`config.mk`:
```
export PLATFORM = sky130hd
export DESIGN_NAME = multi_currency_accumulator
export DESIGN_NICKNAME = d
export VERILOG_FILES = /design/src/rtl/multi_currency_accumulator.sv
export SDC_FILE = /design/constraint.sdc
export NUM_CORES = 1
export LEC_CHECK = 0
export ABC_CLOCK_PERIOD_IN_PS = 3750
export BUFFER_PORTS_ARGS = -buffer_cell sky130_fd_sc_hd__buf_2
export CAP_MARGIN = 20
export CORE_MARGIN = 2
export CORE_UTILIZATION = 55
export DETAILED_ROUTE_END_ITERATION = 8
export PLACE_DENSITY = 0.79
export SYNTH_ARGS = -nofsm -noshare
export SYNTH_HDL_FRONTEND = slang
export SYNTH_SLANG_ARGS = --single-unit
```
`constraint.sdc`:
```
create_clock -name clk -period 3.75 [get_ports clk]
set_input_delay 1.125 -clock clk [delete_from_list [all_inputs] [get_ports clk]]
set_output_delay 1.125 -clock clk [all_outputs]
set_load 0.005 [all_outputs]
```
`src/rtl/multi_currency_accumulator.sv`:
```
// ---------------------------------------------------------------------------
// multi_currency_accumulator
//
// Decodes N_DENOM one-hot note switches into denomination values and keeps a
// range-checked running total. Insertions with several switches closed put
// the block into ERROR until every switch opens. A commit or cancel request
// freezes the total into out_amount. The amount is then offered to the
// dispense logic under a valid/ready handshake.
//
// Ports
//   clk         rising-edge clock
//   rst         synchronous, active-high reset
//   note_in     raw switch levels, one bit per denomination
//   commit      request payout of the current total
//   cancel      request refund of the current total (wins over commit)
//   out_ready   dispense logic accepts out_amount
//   price       value of the last accepted note
//   total       running total
//   mul_switch  high while in ERROR (more than one switch seen)
//   overflow    one-cycle pulse when a note is rejected for exceeding MAX_TOTAL
//   out_valid   out_amount / out_refund are valid
//   out_amount  amount to dispense or refund
//   out_refund  1 = cancel refund, 0 = committed payout
//   busy        high while a payout is pending; notes are ignored
// ---------------------------------------------------------------------------
module multi_currency_accumulator #(
   parameter int                         N_DENOM      = 6,
   parameter int                         VAL_W        = 7,
   parameter logic [N_DENOM*VAL_W-1:0]   DENOM_VALUES = {7'd100, 7'd50, 7'd20,
                                                         7'd10, 7'd5, 7'd10},
   parameter int                         TOTAL_W      = 12,
   parameter int                         MAX_TOTAL    = 4000
) (
   input  logic               clk,
   input  logic               rst,
   input  logic [N_DENOM-1:0] note_in,
   input  logic               commit,
   input  logic               cancel,
   input  logic               out_ready,
   output logic [VAL_W-1:0]   price,
   output logic [TOTAL_W-1:0] total,
   output logic               mul_switch,
   output logic               overflow,
   output logic               out_valid,
   output logic [TOTAL_W-1:0] out_amount,
   output logic               out_refund,
   output logic               busy
);

   localparam int SUM_W = TOTAL_W + 1;

   typedef enum logic [1:0] {
      ST_IDLE,
      ST_COLLECT,
      ST_ERROR,
      ST_DISPENSE
   } state_e;

   state_e               state_q, state_d;
   logic [N_DENOM-1:0]   s_cur_q, s_prev_q;
   logic [TOTAL_W-1:0]   total_q, total_d;
   logic [VAL_W-1:0]     price_q, price_d;
   logic                 overflow_q, overflow_d;
   logic [TOTAL_W-1:0]   out_amount_q, out_amount_d;
   logic                 out_refund_q, out_refund_d;

   logic [VAL_W-1:0]     note_value;
   logic                 cur_any;
   logic                 cur_multi;
   logic                 note_event;
   logic [SUM_W-1:0]     sum_ext;
   logic                 sum_fits;

   // -------------------------------------------------------------------------
   // Switch decode
   // -------------------------------------------------------------------------
   // Only used when s_cur_q is one-hot, so OR-ing the selected slices yields
   // exactly the value of the single closed switch.
   always_comb begin
      note_value = '0;
      for (int i = 0; i < N_DENOM; i++) begin
         if (s_cur_q[i]) begin
            note_value = note_value | DENOM_VALUES[i*VAL_W +: VAL_W];
         end
      end
   end

   assign cur_any    = |s_cur_q;
   // Clearing the lowest set bit leaves something only if two or more were set.
   assign cur_multi  = |(s_cur_q & (s_cur_q - N_DENOM'(1)));
   // Edge detection: a note counts only when the switches were all open the
   // cycle before, so a held switch or a partial release is never recounted.
   assign note_event = (s_prev_q == '0) && cur_any && !cur_multi;

   // One extra bit keeps the comparison against MAX_TOTAL free of wrap-around.
   assign sum_ext  = SUM_W'(total_q) + SUM_W'(note_value);
   assign sum_fits = (sum_ext <= SUM_W'(MAX_TOTAL));

   // -------------------------------------------------------------------------
   // Next-state logic
   // -------------------------------------------------------------------------
   // NOTE: every variable driven here gets a default first, so no path can
   // leave one unassigned and infer a latch.
   always_comb begin
      state_d      = state_q;
      total_d      = total_q;
      price_d      = price_q;
      overflow_d   = 1'b0;
      out_amount_d = out_amount_q;
      out_refund_d = out_refund_q;

      unique case (state_q)
         ST_IDLE, ST_COLLECT: begin
            if (cur_multi) begin
               // Multi-switch insertion beats commit/cancel; total is kept.
               state_d = ST_ERROR;
            end else begin
               if (note_event) begin
                  if (sum_fits) begin
                     total_d = sum_ext[TOTAL_W-1:0];
                     price_d = note_value;
                     state_d = ST_COLLECT;
                  end else begin
                     overflow_d = 1'b1;
                  end
               end
               // Commit/cancel only matter with money collected; the payout
               // captures the total including a same-cycle note.
               if ((state_q == ST_COLLECT) && (commit || cancel)) begin
                  state_d      = ST_DISPENSE;
                  out_amount_d = total_d;
                  out_refund_d = cancel;
               end
            end
         end

         ST_ERROR: begin
            if (!cur_any) begin
               state_d = (total_q != '0) ? ST_COLLECT : ST_IDLE;
            end
         end

         ST_DISPENSE: begin
            if (out_ready) begin
               total_d = '0;
               price_d = '0;
               state_d = ST_IDLE;
            end
         end

         default: state_d = ST_IDLE;
      endcase
   end

   // -------------------------------------------------------------------------
   // State registers
   // -------------------------------------------------------------------------
   // NOTE: non-blocking assignments so every register samples the values from
   // before the edge, independent of statement order.
   always_ff @(posedge clk) begin
      if (rst) begin
         state_q      <= ST_IDLE;
         s_cur_q      <= '0;
         s_prev_q     <= '0;
         total_q      <= '0;
         price_q      <= '0;
         overflow_q   <= 1'b0;
         out_amount_q <= '0;
         out_refund_q <= 1'b0;
      end else begin
         state_q      <= state_d;
         s_cur_q      <= note_in;
         s_prev_q     <= s_cur_q;
         total_q      <= total_d;
         price_q      <= price_d;
         overflow_q   <= overflow_d;
         out_amount_q <= out_amount_d;
         out_refund_q <= out_refund_d;
      end
   end

   // -------------------------------------------------------------------------
   // Outputs
   // -------------------------------------------------------------------------
   assign price      = price_q;
   assign total      = total_q;
   assign overflow   = overflow_q;
   assign out_amount = out_amount_q;
   assign out_refund = out_refund_q;
   assign mul_switch = (state_q == ST_ERROR);
   assign out_valid  = (state_q == ST_DISPENSE);
   assign busy       = (state_q == ST_DISPENSE);

endmodule

```
==> impl_metrics.yaml <==
sta:
  setup_viol: 0
  fin_crit_sh_pct: 92.07
  skew_ns: 0.007129
  relSlewSlack_pct: 49.86
  tns_ns: 0
  rsz0062_at_grt: "no"
  worstMarginPinSlew_ns: 0.7505
  final_max_slew_viol_count: 0
  hold_violations: 0
  max_freq_mhz: 289.6
  worst_slack_ns: 0.2973
  finalCriticalPeriod_ns: 3.453
worst_setup_path:
  worstRegToRegCells: 11
  critPathLaunch: "s_cur_q[0]$_SDFF_PP0_"
  reg2reg_slack_ns: 0.30
  crit_type: "flop to flop"
  reg2reg_from: "s_cur_q[0]$_SDFF_PP0_"
  crit_path_end_kind: "flop"
  worstPathArrival_ns: 3.64
  crit_path_max_fanout: 22
  crit_end: "total[0]$_SDFFE_PP0P_"
  cp.required_ns: 3.94
  rr_endpoint: "total[0]$_SDFFE_PP0P_"
  critPathLaunchType: "flop"
final_layout:
  fin_cells: 382
  final.fill_count: 365
  area_growth_pct: 14.75
  final_core_util_pct: 65.72
  final_net_count: 348
  finish.instance_area_um2: 2861
  diodes: 0
  drive_gt1_share_pct: 21.52
pwr:
  cellPowerDensity_nw_per_um2: 422.2
  ir_drop_mv: 0.2742
  power.leakage_nw: 1.203
global_route:
  grt_first_pass_wirelength_um: 9729
  use_met1_pct: 31.44
  grt_pass1_vias: 2069
  track_usage_pct: 23.91
  grt.busiest_layer: "met2"
  grt_max_degree: 26
  overflow: 0
  antenna_found_initial: 0
  grtUsageMet2_pct: 39.30
  met3_usage_pct: 4.782
floorplan:
  start_util_pct: 57.27
  die_area_um2: 5089
  fp-row-count: 24
  die_y_um: 71.34
  num_io_pins: 47
  core-area_um2: 4354
  die_w_um: 71.34
clock_network:
  clkTransAtPathRegs_ns: 0.09
  cts_tree: "yes"
  cts_max_level: 2
  cts_setup_buffers: 0
  cts_made_buffers: 5
  hold_buffers: 0
  root_buffer: "clkbuf_8"
  cts_resized: 0
  clkSinkCount: 47
  clock_latency_ns: 0.31
  clk_path_buf_depth: 2
placement:
  gp_congestion: 0.8757
  dp_hpwl_um: 4456
  dp_slack_ns: 0.3719
  portBuffers: 46
  place_area_um2: 2746
  dp.cells: 374
run_status:
  status: "finished, final reports clean"
flow_run:
  max_cap_violations: 0
yosys:
  seq_area_frac_synth_pct: 37.73
  synth_top_area_share_pct: 37.73
  synth_flop_cell: "dfxtp_1"
  ys_async_sr_fraction_pct: 0
  synth_edf_count: 0
  syn_area_per_cell_um2: 8.569
  synth_cell_types: 54
  synth_seq_cells: 47
  synth.largest_area_cell: "dfxtp_1"
  synth.area.top_cells: "dfxtp_1 (38%), nor2_1 (5.0%), nor2b_1 (4.5%)"
  ys_warn_count: 0
  synth_fp_nets: 310
  syn_area_um2: 2494
  synthCells: 291
detailed_routing:
  drt_wl_total_um: 5997
  first_pass_iters: 6
  drtIter0Drc: 137
  antenna_left: 0
  routed_via_density: 5.872
  wl_per_cell_um: 15.70
  drc: 0
  via_count: 2243
worst_hold_path:
  hold_path.class: "flop to flop"
flip-flops by register name, indices dropped and copies added (netlist names):
signal / count
total: 12
overflow: 1
out_refund: 1
s_cur_q: 6
price: 7
s_prev_q: 6
out_amount: 12
state_q: 2
cells by family after synthesis:
family / synth area share, %
xor+xnor: 3.814
buf+inv: 3.913
mux: 4.014
simple gates: 26.59
fa+ha+maj: 4.716
flops: 37.73
compound gates: 19.22
per-stage QoR:
stage	power, mW	hold slack (ns)
2_1_floorplan	0.7493	0.4527
3_3_place_gp	0.8227	0.4406
3_5_place_dp	0.8286	0.4457
4_1_cts	1.209	0.4587
5_1_grt	1.266	0.4797
6_report	1.208	0.4557
power breakdown:
| group | total (mW) | internal [mW] | switching, mW |
|---|---|---|---|
| registers | 0.560 | 0.530 | 0.0298 |
| clock network | 0.388 | 0.201 | 0.187 |
| logic | 0.260 | 0.106 | 0.154 |
| total | 1.21 | 0.838 | 0.371 |
worst min-delay path by stage:
stage | from | to | slack [ns] | cells after the start
final | out_amount[1]$_SDFFE_PP0P_ | out_amount[1]$_SDFFE_PP0P_ | 0.46 | 2
after global routing | price[2]$_SDFFE_PP0P_ | price[2]$_SDFFE_PP0P_ | 0.48 | 2
after CTS | out_amount[1]$_SDFFE_PP0P_ | out_amount[1]$_SDFFE_PP0P_ | 0.46 | 2
after detailed placement | out_amount[1]$_SDFFE_PP0P_ | out_amount[1]$_SDFFE_PP0P_ | 0.45 | 2
after global placement | out_amount[1]$_SDFFE_PP0P_ | out_amount[1]$_SDFFE_PP0P_ | 0.44 | 2
after floorplan | out_amount[1]$_SDFFE_PP0P_ | out_amount[1]$_SDFFE_PP0P_ | 0.45 | 2
synth_stat cells (3+ instances only):
master	n
buf_2	3
nor2b_1	18
o211ai_1	4
nand2_1	19
and2_1	5
o31ai_1	4
nand4_1	4
xor2_1	9
or3_1	7
o21ai_0	9
a21oi_1	13
nand3_1	14
buf_4	3
a311oi_1	3
nor2_1	33
or2_2	4
inv_1	4
a211oi_1	8
o21ai_1	5
dfxtp_1	47
ha_1	7
nor4_1	4
mux2i_1	10
nand2b_1	4
clkbuf_1	12
placed cells by master (no fill, tap or decap), types with 4 or more instances in the layout:
cell / count
dfxtp_1: 47
o211ai_1: 4
a211oi_1: 8
o21ai_0: 9
or3_1: 7
nand4_1: 4
inv_1: 4
o31ai_1: 4
xor2_1: 9
nand2b_1: 4
nand2_1: 19
nand3_1: 14
nor2_1: 33
nor4_1: 4
and2_1: 5
clkbuf_8: 5
ha_1: 7
a21oi_1: 13
o21ai_1: 5
or2_2: 4
mux2i_1: 10
buf_2: 46
nor2b_1: 18
worst max-delay path, stage by stage (launching register included):
cell	delay, ns
dfxtp_1	0.35
or3_1	0.43
ha_1	0.31
a211oi_2	0.33
nor2_1	0.12
o21a_1	0.19
o21a_1	0.23
xnor2_2	0.21
o311ai_4	0.50
buf_4	0.33
mux2i_1	0.25
nor2_1	0.07
metal layers:
layer	share of wire, %	up-vias
met4	2.0	0
li1	-	1121
met1	45	1050
met5	0	-
met2	48	59
met3	4.8	13
layout make-up:
cell class,count,area (µm²),share of cell area (%)
sequential,47,940.9,32.88
tap,52,65.06,2.274
inverter,4,15.01,0.5247
multi-input combinational,222,1473,51.46
clock buffer,5,68.82,2.405
clock inverter,3,46.29,1.618
timing repair buffer,49,252.7,8.833
Power figures use the tool's default switching activity.
